## src/rtl/echo_delay_ctrl.sv

```systemverilog
// Delay-line sequencer for the echo effect: computes the tap address, mixes
// the delayed sample into the output and writes input plus feedback back.
module echo_delay_ctrl #(
  parameter int DATA_WIDTH = 31,
  parameter int ADDR_WIDTH = 15,
  parameter int SIZE       = 20000,
  parameter int GAIN_WIDTH = 8
) (
  input  logic                  CLK,
  input  logic                  RST_N,
  input  logic                  IN_VALID,
  input  logic [DATA_WIDTH-1:0] IN_DATA,
  output logic                  IN_READY,
  input  logic [ADDR_WIDTH-1:0] DELAY,
  input  logic [GAIN_WIDTH-1:0] GAIN,
  input  logic [GAIN_WIDTH-1:0] FB_GAIN,
  output logic                  OUT_VALID,
  output logic [DATA_WIDTH-1:0] OUT_DATA,
  output logic                  MEM_WE,
  output logic [ADDR_WIDTH-1:0] MEM_WADDR,
  output logic [ADDR_WIDTH-1:0] MEM_RADDR,
  output logic [DATA_WIDTH-1:0] MEM_DI,
  input  logic [DATA_WIDTH-1:0] MEM_DO
);

  localparam int SW = DATA_WIDTH + 2;
  localparam int PW = DATA_WIDTH + GAIN_WIDTH + 1;
  localparam logic [ADDR_WIDTH:0]   SIZE_F = (ADDR_WIDTH+1)'(SIZE);
  localparam logic [ADDR_WIDTH-1:0] LAST   = ADDR_WIDTH'(SIZE - 1);

  typedef enum logic [1:0] {IDLE, RD, MIX, WR} state_t;

  state_t state, state_n;

  logic signed [DATA_WIDTH-1:0] x_r;
  logic        [GAIN_WIDTH-1:0] gain_r, fb_r;
  logic        [ADDR_WIDTH-1:0] d_r, d_n, raddr_n, wptr;
  logic        [ADDR_WIDTH:0]   fill;
  logic signed [DATA_WIDTH-1:0] tap, wet, fbw;
  logic signed [SW-1:0]         wet_sum, fbw_sum;
  logic                         accept;

  // Q0.GAIN_WIDTH scaling: full-width signed product, then floor shift.
  function automatic logic signed [SW-1:0] scale(input logic signed [DATA_WIDTH-1:0] t,
                                                 input logic [GAIN_WIDTH-1:0] g);
    logic signed [PW-1:0] p;
    p = $signed({{(PW-DATA_WIDTH){t[DATA_WIDTH-1]}}, t}) *
        $signed({{(PW-GAIN_WIDTH){1'b0}}, g});
    return SW'(p >>> GAIN_WIDTH);
  endfunction

  function automatic logic signed [DATA_WIDTH-1:0] sat(input logic signed [SW-1:0] v);
    if ((v[SW-1:DATA_WIDTH-1] == '0) || (v[SW-1:DATA_WIDTH-1] == '1))
      return v[DATA_WIDTH-1:0];
    else if (v[SW-1])
      return {1'b1, {(DATA_WIDTH-1){1'b0}}};
    else
      return {1'b0, {(DATA_WIDTH-1){1'b1}}};
  endfunction

  assign accept = (state == IDLE) && IN_VALID && IN_READY;

  // NOTE: every variable gets a default at the top of always_comb so no path leaves it unassigned (no latch).
  always_comb begin
    state_n = state;
    unique case (state)
      IDLE: if (accept) state_n = RD;
      RD:   state_n = MIX;
      MIX:  state_n = WR;
      WR:   state_n = IDLE;
      default: state_n = IDLE;
    endcase
  end

  always_comb begin
    d_n = DELAY;
    if (DELAY == '0)
      d_n = ADDR_WIDTH'(1);
    else if ({1'b0, DELAY} >= SIZE_F)
      d_n = LAST;
    raddr_n = (wptr >= d_n) ? wptr - d_n
                            : ADDR_WIDTH'({1'b0, wptr} + SIZE_F - {1'b0, d_n});
  end

  // Locations not yet written since reset read as silence.
  always_comb begin
    tap     = (fill >= {1'b0, d_r}) ? $signed(MEM_DO) : '0;
    wet_sum = $signed({{2{x_r[DATA_WIDTH-1]}}, x_r}) + scale(tap, gain_r);
    fbw_sum = $signed({{2{x_r[DATA_WIDTH-1]}}, x_r}) + scale(tap, fb_r);
    wet     = sat(wet_sum);
    fbw     = sat(fbw_sum);
  end

  // NOTE: sequential state uses non-blocking assignments so all flops update together on the edge.
  always_ff @(posedge CLK) begin
    if (!RST_N) state <= IDLE;
    else        state <= state_n;
  end

  always_ff @(posedge CLK) begin
    if (!RST_N) begin
      IN_READY  <= 1'b0;
      OUT_VALID <= 1'b0;
      OUT_DATA  <= '0;
      MEM_WE    <= 1'b0;
      MEM_WADDR <= '0;
      MEM_RADDR <= '0;
      MEM_DI    <= '0;
      x_r       <= '0;
      gain_r    <= '0;
      fb_r      <= '0;
      d_r       <= '0;
      wptr      <= '0;
      fill      <= '0;
    end else begin
      IN_READY  <= (state_n == IDLE);
      OUT_VALID <= (state_n == WR);
      MEM_WE    <= (state_n == WR);
      if (accept) begin
        x_r       <= $signed(IN_DATA);
        gain_r    <= GAIN;
        fb_r      <= FB_GAIN;
        d_r       <= d_n;
        MEM_RADDR <= raddr_n;
      end
      if (state == MIX) begin
        OUT_DATA  <= wet;
        MEM_DI    <= fbw;
        MEM_WADDR <= wptr;
      end
      if (state == WR) begin
        wptr <= (wptr == LAST) ? '0 : wptr + 1'b1;
        fill <= (fill == SIZE_F) ? fill : fill + 1'b1;
      end
    end
  end

endmodule

```

## config.mk

```make
export PLATFORM = sky130hd
export DESIGN_NAME = echo_delay_ctrl
export DESIGN_NICKNAME = d
export VERILOG_FILES = /design/src/rtl/echo_delay_ctrl.sv
export SDC_FILE = /design/constraint.sdc
export NUM_CORES = 2
export LEC_CHECK = 0
export CAP_MARGIN = 20
export CORE_ASPECT_RATIO = 1.4
export CORE_MARGIN = 1.5
export CORE_UTILIZATION = 50
export CTS_CLUSTER_DIAMETER = 50
export DETAILED_ROUTE_END_ITERATION = 10
export GPL_TIMING_DRIVEN = 0
export PLACE_DENSITY_LB_ADDON = 0.15
export SYNTH_ARGS = -nofsm -noshare
export SYNTH_HDL_FRONTEND = slang
export SYNTH_SLANG_ARGS = --single-unit
```

## constraint.sdc

```tcl
create_clock -name CLK -period 11.8 [get_ports CLK]
set_input_delay 2.36 -clock CLK [delete_from_list [all_inputs] [get_ports CLK]]
set_output_delay 2.36 -clock CLK [all_outputs]
set_load 0.02 [all_outputs]
```

==> metrics.md <==
| Metric | Value |
|---|---|
| Routed wire length per instance | `roughly 22 µm` |
| Area growth syn-to-layout | `12.3%` |
| Main combinational cell family by area after synthesis | `adder cells` |
| Flop pwr share | `18.6%` |
| Synth Area in Adders | `38.9%` |
| Vias in the first global route | `about 26,000` |
| Slew @ Worst Pin | `1.02 ns` |
| 1st-iter DRT viols | `1,625` |
| Layout cells sized above 1 | `3.26%` |
| Ys Warns | `0` |
| Input/output buffers | `190` |
| Register area share after synthesis | `a little over an eighth` |
| Root buffer cell | `clkbuf_16` |
| Hold Path Class | `reg2reg` |
| Ys async rst share | `0%` |
| Synth Instances | `3,488` |
| Syn nets | `4,252` |
| Post-Synth Simple-Gate Area | `18.2%` |
| Die Width | `approximately 210 µm` |
| Remaining DRCs | `0` |
| Antenna violations before repair | `5` |
| CTS tree | `done` |
| Die area | `59,700 µm²` |
| Number of I/O pins | `between 150 and 200` |
| Sw Pwr | `roughly 0.0025 W` |
| Post-Place Cell Area | `31,900 µm²` |
| CP most frequent cell | `fa_1` |
| Clock Sinks | `189` |
| Final setup TNS | `0 ns` |
| Pwr per Cell Area | `between 100 and 150 nW/µm²` |
| Max stage delay on crit path | `0.79 ns` |
| Critical path launch point type | `input port` |
| Xor/xnor cell area share of the yosys netlist | `4.55%` |
| Largest net degree at the start of global routing | `19` |
| RD Place Congestion | `0.974` |
| Reg clk slew, reported paths | `0.08 ns` |
| Status | `finished, final reports clean` |
| Setup violations, final | `0` |
| Router iterations before antenna repair | `5` |
| Clk pwr share | `13.0%` |
| DPL Wire Length | `81,300 µm` |
| Worst-path fanout max | `10` |
| Worst Setup Path Type | `in2reg` |
| Core outline area | `57,500 µm²` |
| EDFF count, synth | `0` |
| Design area | `32,700 µm²` |
| Gr ovfl total | `0` |
| Tcrit/Tclk final | `around 97%` |
| Slew Viols, Final | `0` |
| Clk_skew | `0.0136 ns` |
| Lkg Pwr | `16.9 nW` |
| CP max-delay cell | `clkdlybuf4s50_1` |
| Drt total wl | `98,100 µm` |
| Top FF cell, synth | `dfxtp_1` |
| Relative slew slack | `32.0%` |
| Hold-fix buffers, CTS | `0` |
| Final min period | `about 11 ns` |
| Logic pwr share | `68.4%` |
| Synth Register Bits | `189` |
| Clock Path Buffers | `2` |
| CTS Buf Count | `17` |
| Peak VDD IR | `133 µV` |
| Max-cap violations | `0` |
| Initial Util | `50.6%` |
| Post-DRT Antenna Nets | `0` |
| Worst EP required | `between 10 and 15 ns` |
| Mapped cell area | `just under 30,000 µm²` |
| P_int | `0.00210 W` |
| First-pass GRT wire length | `151,000 µm` |
| Htree depth | `4` |
| Worst Path Arrival | `11.85 ns` |
| Worst-skew pair later-pin latency | `0.48 ns` |
| Die height | `288 µm` |
| Synth Area per Inst | `8.34 µm²` |
| Mux cell area share after synthesis | `0.998%` |
| Via density | `5.69` |
| Switch share | `a little over half` |
| Synth cell types | `86` |
| Vias | `about 25,000` |
| Post-synthesis compound-gate area fraction | `14.2%` |
| Final Hold Viols | `0` |
| GRT Resource Usage Total | `33.9%` |
| Endpoint type of the worst setup path | `flip-flop` |
| Row cnt | `roughly 100` |
| Final net count | `4,461` |
| Fmax | `0.0871 GHz` |
==> worst max-delay path: cells and delay by family <==
family	cells	cell delay, ns
adders and majority gates	6	2.88
AOI/OAI and AO/OA	17	3.90
buffers and inverters	5	1.41
and+or+nand+nor	6	1.24
==> synthesized netlist by cell type, types with 53 or more instances <==
library cell | instances | area [µm²]
inv_1 | 568 | 2130
fa_1 | 395 | 7910
nand2_1 | 390 | 1460
and3_1 | 308 | 1930
ha_1 | 273 | 3420
clkbuf_1 | 195 | 732
dfxtp_1 | 189 | 3780
a21oi_1 | 175 | 876
nor2_1 | 147 | 552
xnor2_1 | 92 | 806
a21o_1 | 79 | 593
o21ai_0 | 79 | 395
xor2_1 | 59 | 517
a211oi_1 | 53 | 398
==> through the flow <==
stage                     hold WS, ns  total power, W  util (%)  setup slack [ns]  instances
final                           0.459         0.00464      56.8             0.321       4457
after global routing            0.488         0.00492      56.8           -0.0126       4452
after CTS                       0.458         0.00457      56.7            0.0252       4454
after detailed placement        0.447         0.00393      55.5             -1.41       4420
after global placement          0.444         0.00393      55.5             -1.32       4420
after floorplan                 0.436         0.00274         -              2.06       3488
==> cells in the final DEF (no fill, tap or decap), drive strengths merged, types with 79 or more instances in the layout <==
cell           netlist  routed
inv                568     573
fa                 395     395
nand2              390     390
and3               308     308
ha                 273     273
clkbuf             195     210
clkdlybuf4s50        0     190
dfxtp              189     189
a21oi              176     176
nor2               147     147
xnor2               92      92
o21ai               85      85
a21o                79      79
==> power groups by stage <==
| stage | clock network (W) | registers [W] | logic [W] |
|---|---|---|---|
| after floorplan | 0 | 0.000929 | 0.00181 |
| after global placement | 0 | 0.000872 | 0.00306 |
| after detailed placement | 0 | 0.000870 | 0.00306 |
| after CTS | 0.000611 | 0.000858 | 0.00310 |
| after global routing | 0.000635 | 0.000872 | 0.00341 |
| final | 0.000605 | 0.000862 | 0.00318 |
==> routing by layer <==
metal / wire length [µm] / part of all wire, % / GRT usage [%] / vias up
li1: - / - / - / 11864
met1: 35700 / 36 / 38.8 / 12322
met2: 49100 / 50 / 59.9 / 937
met3: 6810 / 6.9 / 5.07 / 239
met4: 6430 / 6.6 / 19.2 / 2
met5: 12 / 0.012 / 0 / -
==> timing repair <==
| action | in CTS | in global routing |
|---|---|---|
| buffers inserted | 4 | 0 |
| gates resized for setup | 16 | 30 |
| gates cloned | 0 | 0 |
| endpoints found under the setup margin | 38 | 31 |
| pin swaps | 2 | 1 |
==> flip-flops by register name, indices dropped and copies added (netlist names), 15 cells and up <==
signal	flops
MEM_DI	31
d_r	15
MEM_WADDR	15
OUT_DATA	31
MEM_RADDR	15
wptr	15
x_r	31
fill	16
==> logic make-up after synthesis <==
logic type	count (synthesis)
adders and majority gates	668
xor gates and xnor gates	151
and+or+nand+nor	1067
buffers and inverters	784
AOI/OAI and AO/OA	600
DFF	189
muxes	29
==> layout make-up <==
| cell class | count | area, µm² |
|---|---|---|
| buffer | 211 | 837 |
| tap | 742 | 928 |
| antenna | 5 | 12.5 |
| fill | 5418 | 24800 |
| clock buffer | 18 | 439 |
| inverter | 569 | 2140 |
| timing repair buffer | 194 | 1930 |
| clock inverter | 14 | 154 |
| multi-input combinational | 2515 | 22500 |
| sequential | 189 | 3780 |
==> path summary, 6_finish.rpt <==
kind,start,cells past startpoint,end,slack [ns]
hold / removal,d_r[7],2,d_r[7],0.46
setup / recovery,MEM_DO[5],34,MEM_DI[16],0.32
hold reg to reg,d_r[7],2,d_r[7],0.46
setup reg to reg,d_r[12],40,MEM_DI[16],0.36
No activity file was read; power rests on OpenSTA's default activity.
